<file path="src/rtl/cntr_seq_ctrl_if.sv">
// rtl/cntr_seq_ctrl_if.sv - control and counter-side signal bundle for cntr_seq_ctrl
interface cntr_seq_ctrl_if #(
    parameter int CNT_W = 10,
    parameter int RUN_W = 8
);
    // Requests from the host and status from the event counter
    logic             iStart;
    logic             iAbort;
    logic             iCntDone;
    logic [CNT_W-1:0] iCntr;

    // Counter drive and status back to the host
    logic             oCntEn;
    logic             oCntRst_n;
    logic             oBusy;
    logic             oDone;
    logic [RUN_W-1:0] oRunCnt;
    logic [CNT_W-1:0] oAbortVal;

    // Environment side: host plus counter
    modport master (
        output iStart, iAbort, iCntDone, iCntr,
        input  oCntEn, oCntRst_n, oBusy, oDone, oRunCnt, oAbortVal
    );

    // Sequencer side
    modport slave (
        input  iStart, iAbort, iCntDone, iCntr,
        output oCntEn, oCntRst_n, oBusy, oDone, oRunCnt, oAbortVal
    );
endinterface

</file>
<file path="src/rtl/cntr_seq_ctrl.sv">
// rtl/cntr_seq_ctrl.sv - pass sequencer driving a saturating event counter
module cntr_seq_ctrl #(
    parameter int PRESCALE = 50,
    parameter int REPEAT   = 4,
    parameter int CNT_W    = 10,
    parameter int RUN_W    = 8
) (
    input  logic             iClk,
    input  logic             iRst,
    cntr_seq_ctrl_if.slave   bus
);

    // Prescaler is sized for the full legal PRESCALE range
    localparam int          PCNT_W = 16;
    localparam logic [PCNT_W-1:0] PMAX   = PCNT_W'(PRESCALE - 1);
    localparam logic [RUN_W-1:0]  RUNLIM = RUN_W'(REPEAT);
    localparam bit          CONTINUOUS = (REPEAT == 0);

    typedef enum logic [1:0] {
        IDLE   = 2'd0,
        CLEAR  = 2'd1,
        RUN    = 2'd2,
        FINISH = 2'd3
    } state_t;

    state_t state;
    state_t nextState;

    // Registered outputs and datapath
    logic              cntEn;
    logic              cntRst_n;
    logic              busy;
    logic              done;
    logic [RUN_W-1:0]  runCnt;
    logic [CNT_W-1:0]  abortVal;
    logic [PCNT_W-1:0] pCnt;

    // Next values computed from the current state and inputs
    logic              cntEnNxt;
    logic              cntRstNxt_n;
    logic              busyNxt;
    logic              doneNxt;
    logic [RUN_W-1:0]  runCntNxt;
    logic [CNT_W-1:0]  abortValNxt;
    logic [PCNT_W-1:0] pCntNxt;

    logic              prescaleHit;
    logic [RUN_W-1:0]  runInc;
    logic              lastPass;
    logic              activeState;

    assign prescaleHit = (pCnt == PMAX);
    assign runInc      = runCnt + RUN_W'(1);
    assign lastPass    = !CONTINUOUS && (runInc == RUNLIM);
    assign activeState = (state == CLEAR) || (state == RUN);

    // State register
    always_ff @(posedge iClk) begin
        if (iRst) begin
            state <= IDLE;
        end else begin
            state <= nextState;
        end
    end

    // Next-state decode; abort outranks start and terminal count
    always_comb begin
        nextState = state;
        case (state)
            IDLE: begin
                if (bus.iStart && !bus.iAbort) begin
                    nextState = CLEAR;
                end
            end
            CLEAR: begin
                nextState = bus.iAbort ? IDLE : RUN;
            end
            RUN: begin
                if (bus.iAbort) begin
                    nextState = IDLE;
                end else if (bus.iCntDone) begin
                    nextState = lastPass ? FINISH : CLEAR;
                end
            end
            FINISH: begin
                nextState = IDLE;
            end
            default: begin
                nextState = IDLE;
            end
        endcase
    end

    // Output and datapath next values, decoded from the state being entered
    always_comb begin
        cntEnNxt    = 1'b0;
        cntRstNxt_n = (nextState != CLEAR);
        busyNxt     = (nextState != IDLE);
        doneNxt     = (nextState == FINISH);
        runCntNxt   = runCnt;
        abortValNxt = abortVal;
        pCntNxt     = '0;

        if (state == RUN) begin
            pCntNxt = prescaleHit ? '0 : pCnt + PCNT_W'(1);
            // Staying in RUN already implies no abort and no terminal count
            cntEnNxt = prescaleHit && (nextState == RUN);
        end

        if ((state == IDLE) && (nextState == CLEAR)) begin
            runCntNxt = '0;
        end else if ((state == RUN) && !bus.iAbort && bus.iCntDone) begin
            runCntNxt = runInc;
        end

        if (activeState && bus.iAbort) begin
            abortValNxt = bus.iCntr;
        end
    end

    // Output registers; counter clear idles high so the counter runs freely
    always_ff @(posedge iClk) begin
        if (iRst) begin
            cntEn    <= 1'b0;
            cntRst_n <= 1'b1;
            busy     <= 1'b0;
            done     <= 1'b0;
            runCnt   <= '0;
            abortVal <= '0;
            pCnt     <= '0;
        end else begin
            cntEn    <= cntEnNxt;
            cntRst_n <= cntRstNxt_n;
            busy     <= busyNxt;
            done     <= doneNxt;
            runCnt   <= runCntNxt;
            abortVal <= abortValNxt;
            pCnt     <= pCntNxt;
        end
    end

    assign bus.oCntEn    = cntEn;
    assign bus.oCntRst_n = cntRst_n;
    assign bus.oBusy     = busy;
    assign bus.oDone     = done;
    assign bus.oRunCnt   = runCnt;
    assign bus.oAbortVal = abortVal;

endmodule

</file>
<file path="src/flat_wrapper.sv">
// flat-port wrapper written by rule: the top's interface ports become plain ports
module cntr_seq_ctrl_flat 
#(
    parameter int PRESCALE = 50,
    parameter int REPEAT   = 4,
    parameter int CNT_W    = 10,
    parameter int RUN_W    = 8
)
  (iClk, iRst, bus_iStart, bus_iAbort, bus_iCntDone, bus_iCntr, bus_oCntEn, bus_oCntRst_n, bus_oBusy, bus_oDone, bus_oRunCnt, bus_oAbortVal);
  cntr_seq_ctrl_if #(.CNT_W(CNT_W), .RUN_W(RUN_W)) bus_i ();
  input  logic iClk;
  input  logic iRst;
  input wire logic [$bits(bus_i.iStart)-1:0] bus_iStart;
  input wire logic [$bits(bus_i.iAbort)-1:0] bus_iAbort;
  input wire logic [$bits(bus_i.iCntDone)-1:0] bus_iCntDone;
  input wire logic [$bits(bus_i.iCntr)-1:0] bus_iCntr;
  output wire logic [$bits(bus_i.oCntEn)-1:0] bus_oCntEn;
  output wire logic [$bits(bus_i.oCntRst_n)-1:0] bus_oCntRst_n;
  output wire logic [$bits(bus_i.oBusy)-1:0] bus_oBusy;
  output wire logic [$bits(bus_i.oDone)-1:0] bus_oDone;
  output wire logic [$bits(bus_i.oRunCnt)-1:0] bus_oRunCnt;
  output wire logic [$bits(bus_i.oAbortVal)-1:0] bus_oAbortVal;
  assign bus_i.iStart = bus_iStart;
  assign bus_i.iAbort = bus_iAbort;
  assign bus_i.iCntDone = bus_iCntDone;
  assign bus_i.iCntr = bus_iCntr;
  assign bus_oCntEn = bus_i.oCntEn;
  assign bus_oCntRst_n = bus_i.oCntRst_n;
  assign bus_oBusy = bus_i.oBusy;
  assign bus_oDone = bus_i.oDone;
  assign bus_oRunCnt = bus_i.oRunCnt;
  assign bus_oAbortVal = bus_i.oAbortVal;
  cntr_seq_ctrl #(.PRESCALE(PRESCALE), .REPEAT(REPEAT), .CNT_W(CNT_W), .RUN_W(RUN_W)) u_core (.iClk(iClk), .iRst(iRst), .bus(bus_i));
endmodule
</file>
<file path="config.mk">
export PLATFORM = sky130hd
export DESIGN_NAME = cntr_seq_ctrl_flat
export DESIGN_NICKNAME = d
export VERILOG_FILES = /design/src/rtl/cntr_seq_ctrl_if.sv /design/src/rtl/cntr_seq_ctrl.sv /design/src/flat_wrapper.sv
export SDC_FILE = /design/constraint.sdc
export NUM_CORES = 1
export LEC_CHECK = 0
export ABC_CLOCK_PERIOD_IN_PS = 1600
export CORE_MARGIN = 5
export CORE_UTILIZATION = 40
export CTS_CLUSTER_SIZE = 8
export DETAILED_ROUTE_END_ITERATION = 10
export PLACE_DENSITY = 0.77
export REMOVE_ABC_BUFFERS = 1
export SLEW_MARGIN = 20
export SYNTH_ARGS = -nofsm -noshare
export SYNTH_HDL_FRONTEND = slang
export SYNTH_SLANG_ARGS = --single-unit
</file>
<file path="constraint.sdc">
create_clock -name iClk -period 1.6 [get_ports iClk]
set_input_delay 0.32 -clock iClk [delete_from_list [all_inputs] [get_ports iClk]]
set_output_delay 0.32 -clock iClk [all_outputs]
set_load 0.01 [all_outputs]
</file>
==> impl_results.md, run 1 <==
* Main synth FF type: dfxtp_1
* Ys async rst share at 0%
* Die Wd at 76.5 um
* Most frequent cells in the layout: buf_4, dfxtp_1, nand2_1
* Status: finished, violations left
* ANT cells at 0
* Fraction of layout instances using a drive strength above 1 at 26.8%
* Psw at 0.456 mW
* F_max at between 500 and 600 MHz
* Type of the worst setup path: flip-flop to flip-flop
* DRC viols at 0
* P_leak at 1.00 nW
* RSZ-0062 raised after global routing: yes
* Final worst path period need at 1.68 ns
* First-pass GRT wire length at 7210 um
* Initial antenna violation count at 0
* Buf/Inv on CP at 0
* Die ar. at 5860 um^2
* Largest net degree at the start of global routing at 15
* Setup TNS at -0.0823 ns
* PwrDens at 745 nW/um^2
* FF-to-FF setup slack at -0.08 ns
* Row cnt at 24
* Antenna viol nets, final at 0
* Hold path endpoint: u_core.bus.oAbortVal[0]
* Mapped Cells at 204
* Layout area overhead at 54.4%
* Vias at 1721
* Max-slew headroom at 77.9%
* CP max-delay cell: or4_1
* Worst path top cell family by delay: compound AO/OA/AOI/OAI gates
* CP required at 1.80 ns
* IO Pins at 37
* EDFF count, synth at 0
* Via/cell ratio at 5.12
* Failing checks: negative setup slack
* Uppermost layer routed: met4
* Post-DP Area at 2480 um^2
* Total gr overflow at 0
* Clock Latency Late Sink at 0.30 ns
* Final Hold Fails at 0
* Worst VDD drop at 313 uV
* Reg2Reg Launch Point: u_core.bus.oRunCnt[0]
* Final Cell Area at 2730 um^2
* Met3 WL at 234 um
* Post-synth cell types at 38
* #FFs+latches synth at 40
* Vert. Die Dim at 76.5 um
* Drt first pass iters at 4
* Initial Utilization at ~41%
* Flop pwr share at 49.9%
* Crit path depth at 5
* CP Capture Type: flip-flop
* Total Power at 2.04 mW
* Vias in the first global route at 1616
* # nets final at 304
* CP Cell Sequence: ha_4, xor2_1, or4_1, a21o_1, a2111oi_4
* Core Box Area at 4320 um^2
* Tot GR Track Use at around 15%
* DR WL/cell at 13.4 um
* Clock power share at 41.2%
* Dpl hpwl at between 3000 and 4000 um
* Mean Syn Cell Area at 8.68 um^2
* PortBufs at 36
* Comb power frac at 8.9%
* Hold Path Depth at 2
* CTS sink cnt at 40
* Crit path largest cell delay at slightly above 0.4 ns
* Post-synthesis sequential area ratio at between 40% and 50%
* Met2 wire len at 2200 um
* # setup viols final at 1
* Setup crit start kind: flip-flop
* Hold Path Origin: u_core.bus.oAbortVal[0]
* Dpl ws at -0.243 ns
* Clock Skew at 0.00381 ns
* CTS H-Tree Depth at 2
* CP arrival at 1.88 ns
* Sw frac at 22.4%
* Inserted Clock Buffers at 5
* Total Wirelength at 4490 um
* Initial DRC Count at 77
* Max cap viols at 0
* Period utilization at 105%
* Final Wtd Congestion at about 0.80
* Final Max Slew Viols at 0
* M1 wire length at ~2000 um
* P_int at 1.58 mW
* CTS root buf: clkbuf_8
* Post-Syn Area at approximately 1800 um^2
* CTS tree: done
* Crit. Startpoint: u_core.bus.oRunCnt[0]
* CP max FO at 2
* Max Buffers Root-to-Sink at 2
* Cts-stage hold buffer count at 0
* Reg clk slew, reported paths at 0.08 ns
* Final worst slack at -0.0823 ns
* Most common cell after layout, fill and taps aside: buf_4
* Worst reg-to-reg path cell count at 5
* R2r endpoint: u_core.bus.oCntEn
* Final hold slack at 0.458 ns
* Slew @ Worst Pin at around 0.33 ns
* Synth warn at 0
* Worst Hold Class: flip-flop to flip-flop
==> worst min-delay path, cell delays in order, from the launching register on <==
cell	delay, ns
dfxtp_1	0.31
nand2_1	0.05
a21oi_1	0.05
==> metal layers <==
layer,vias up,global-route usage [%]
li1,864,-
met2,40,25.9
met4,0,4.37
met3,9,5.08
met5,-,0
met1,808,16.9
==> state kept, by name (all words and copies together) (netlist names) <==
register / cells
u_core.bus.oAbortVal: 10
u_core.bus.oBusy: 1
u_core.bus.oCntEn: 1
u_core.pCnt: 16
u_core.bus.oCntRst_n: 1
u_core.state: 2
u_core.bus.oDone: 1
u_core.bus.oRunCnt: 8
==> metrics by stage <==
step / cells / utilization (%)
final: 336 / 63.2
after global routing: 336 / 63.2
after CTS: 334 / 60.7
after detailed placement: 326 / 57.3
after global placement: 326 / 57.3
after floorplan: 199 / -
==> cells in the mapped netlist, drive strengths merged (3+ instances only) <==
cell | n | area share [%]
dfxtp | 40 | 45
nand2 | 32 | 6.8
nor2 | 21 | 4.5
a21oi | 18 | 5.1
xnor2 | 9 | 4.5
nand3 | 8 | 2.5
xor2 | 8 | 4.0
inv | 7 | 1.5
ha | 6 | 4.2
nand4 | 5 | 1.8
clkbuf | 4 | 0.92
o21ai | 4 | 1.1
or4 | 4 | 1.7
a21o | 3 | 1.3
nand2b | 3 | 1.1
nor3 | 3 | 0.85
nor4 | 3 | 1.1
o31ai | 3 | 1.3
==> cell type report <==
class | instances | area, um^2
multi-input cells | 152 | 1030
clock inverters | 3 | 47.5
repair buffers | 77 | 689
fillers | 346 | 1590
flip-flops and latches | 40 | 810
inverters | 7 | 26.3
clock buffers | 5 | 68.8
well taps | 52 | 65.1
==> how the worst max path moves through the flow <==
stage,slack (ns),end
CTS,-0.12,u_core.bus.oCntEn
global route,-0.13,u_core.bus.oCntEn
global placement,-0.16,u_core.bus.oCntEn
floorplan,-0.13,u_core.bus.oCntEn
finish,-0.08,u_core.bus.oCntEn
detailed placement,-0.24,u_core.bus.oCntEn
==> power by group through the flow <==
stage / logic [mW] / registers, mW / clock network [mW]
final: 0.181 / 1.02 / 0.840
after global routing: 0.196 / 1.02 / 0.895
after CTS: 0.166 / 1.02 / 0.857
after detailed placement: 0.162 / 1.04 / 0
after global placement: 0.159 / 1.04 / 0
after floorplan: 0.0474 / 1.05 / 0
==> cell families (layout without fill, tap and decap cells) <==
group                      after synthesis  in the layout  synth area share (%)
and+or+nand+nor                         94             94                  26.6
DFF                                     40             40                  45.2
AOI/OAI and AO/OA                       35             35                  12.9
xor gates and xnor gates                17             17                  8.41
buffers and inverters                   12             92                  2.69
adders and majority gates                6              6                  4.24
==> timing repair <==
item                       4_1_cts  5_1_grt
pin swaps                        2        5
setup buffers                    0        2
setup endpoints to repair       11       26
resized for setup               18       24
Note: power is estimated with default switching activity, not from simulation.
==> inputs of run 2 (changes only) <==
--- a/config.mk
+++ b/config.mk
@@ -10,8 +10,10 @@
 export CORE_UTILIZATION = 40
 export CTS_CLUSTER_SIZE = 8
 export DETAILED_ROUTE_END_ITERATION = 10
+export HOLD_SLACK_MARGIN = 0.12
 export PLACE_DENSITY = 0.77
 export REMOVE_ABC_BUFFERS = 1
+export SKIP_LAST_GASP = 1
 export SLEW_MARGIN = 20
 export SYNTH_ARGS = -nofsm -noshare
 export SYNTH_HDL_FRONTEND = slang
==> impl_results.md, run 2 (synthesized netlist as in run 1, its figures left out) <==
* Total Power at 2.04 mW (about the same)
* Vias in the first global route at 1616 (unchanged)
* Worst Hold Class: flip-flop to flip-flop
* # setup viols final at 1 (unchanged)
* P_leak at 0.991 nW (-0.91%)
* Vert. Die Dim at 76.5 um (unchanged)
* Max-slew headroom at 77.9% (about the same)
* Max Buffers Root-to-Sink at 2 (unchanged)
* Reg2Reg Launch Point: u_core.bus.oRunCnt[0]
* CTS root buf: clkbuf_8
* First-pass GRT wire length at 7210 um (unchanged)
* Setup TNS at -0.0859 ns (-0.00353 ns)
* Initial Utilization at 40.9% (unchanged)
* Clock power share at 41.2% (about the same)
* PortBufs at 36 (unchanged)
* PwrDens at 746 nW/um^2 (+0.15%)
* CP max FO at 2 (unchanged)
* Final hold slack at 0.458 ns (-0.0000660 ns)
* P_int at 1.58 mW (about the same)
* Layout filler cell count at 347 (+0.29%)
* Crit. Startpoint: u_core.bus.oRunCnt[0]
* Status: finished, violations left
* Final worst path period need at 1.69 ns (+0.00353 ns)
* Layout area overhead at 54.3% (about the same)
* Largest net degree at the start of global routing at 15 (unchanged)
* Max reg flops at 16 (unchanged)
* Slew @ Worst Pin at 0.330 ns (+0.0000517 ns)
* Via/cell ratio at 5.10 (-0.35%)
* Comb power frac at 8.9% (about the same)
* RSZ-0062 raised after global routing: yes
* Final Max Slew Viols at 0 (unchanged)
* Vias at 1715 (-0.35%)
* Hold Path Origin: u_core.bus.oAbortVal[0]
* Fraction of layout instances using a drive strength above 1 at 26.8% (unchanged)
* Total gr overflow at 0 (unchanged)
* Worst VDD drop at 313 uV (about the same)
* Most frequent cells in the layout: buf_4, dfxtp_1, nand2_1
* Final Wtd Congestion at 0.800 (unchanged)
* CTS H-Tree Depth at 2 (unchanged)
* ANT cells at 0 (unchanged)
* Register with the most flip-flops: u_core.pCnt
* Post-Layout Cell Count at 336 (unchanged)
* Total Wirelength at 4480 um (about the same)
* CP required at 1.80 ns (about the same)
* CP Capture Type: flip-flop
* Max cap viols at 0 (unchanged)
* Sw frac at 22.4% (+0.031 points)
* Inserted Clock Buffers at 5 (unchanged)
* # nets final at 304 (unchanged)
* Row cnt at 24 (unchanged)
* Core Box Area at 4320 um^2 (unchanged)
* CTS sink cnt at 40 (unchanged)
* Type of the worst setup path: flip-flop to flip-flop
* IO Pins at 37 (unchanged)
* Final Hold Fails at 0 (unchanged)
* DR WL/cell at 13.3 um (about the same)
* Initial antenna violation count at 0 (unchanged)
* Flop pwr share at 49.9% (about the same)
* Initial DRC Count at 83 (+7.8%)
* Setup crit start kind: flip-flop
* CTS tree: done
* Die ar. at 5860 um^2 (unchanged)
* Die Wd at 76.5 um (unchanged)
* Drt first pass iters at 4 (unchanged)
* Period utilization at 105% (+0.22 points)
* Final worst slack at -0.0859 ns (-0.00353 ns)
* Dpl ws at -0.243 ns (unchanged)
* Failing checks: negative setup slack
* Reg clk slew, reported paths at 0.08 ns (about the same)
* Dpl hpwl at 3180 um (unchanged)
* CP arrival at 1.89 ns (about the same)
* Most common cell after layout, fill and taps aside: buf_4
* Clock Latency Late Sink at 0.30 ns (about the same)
* DRC viols at 0 (unchanged)
* F_max at 593 MHz (-0.21%)
* Antenna viol nets, final at 0 (unchanged)
* Psw at 0.457 mW (+0.20%)
* Clock Skew at 0.00449 ns (+0.000676 ns)
* Tot GR Track Use at 14.8% (unchanged)
* Placed cells at 326 (unchanged)
-- run 2: power groups by stage --
stage | clock, mW | sequential, mW | combinational (mW)
after detailed placement | 0 | 1.04 | 0.162
after floorplan | 0 | 1.05 | 0.0474
after global routing | 0.895 | 1.02 | 0.196
final | 0.841 | 1.02 | 0.181
after global placement | 0 | 1.04 | 0.159
after CTS | 0.857 | 1.02 | 0.166
-- run 2: through the flow --
stage	instance area, um^2	utilization (%)
4_1_cts	2620	60.7
6_report	2730	63.2
5_1_grt	2730	63.2
3_5_place_dp	2480	57.3
3_3_place_gp	2480	57.3
2_1_floorplan	1750	-
-- run 2: area by class of cell --
cell class / count / area (um^2) / share of cell area (%)
sequential: 40 / 810 / 29.6
tap: 52 / 65.1 / 2.38
clock inverter: 3 / 47.5 / 1.74
clock buffer: 5 / 68.8 / 2.52
timing repair buffer: 77 / 687 / 25.1
multi-input combinational: 152 / 1030 / 37.6
inverter: 7 / 26.3 / 0.962
-- run 2: path summary, 6_finish.rpt --
path,slack [ns],end,depth (start not counted)
worst max register to register,-0.09,u_core.bus.oCntEn,5
worst max-delay path,-0.09,u_core.bus.oCntEn,5
worst min-delay path,0.46,u_core.bus.oAbortVal[0],2
worst min register to register,0.46,u_core.bus.oAbortVal[0],2
-- run 2: metal layers --
metal / vias to the layer above / track usage, % / wire [um]
met5: - / 0 / 0
met4: 0 / 4.37 / 51
met3: 6 / 5.08 / 251
met2: 46 / 25.9 / 2200
met1: 799 / 16.9 / 1980
li1: 864 / - / -
-- run 2: worst max-delay path: stages (launching register included) --
cell and delay [ns]:
dfxtp_2 0.34, ha_4 0.16, xor2_1 0.13, or4_1 0.42, a21o_1 0.21, a2111oi_4 0.33
-- run 2: repair_timing --
action                                  in CTS  in global routing
cloned                                       0                  0
endpoints found under the setup margin      11                 26
buffers inserted                             0                  2
pin swaps                                    2                  5
gates resized for setup                     18                 23
hold buffers                                 0                  0
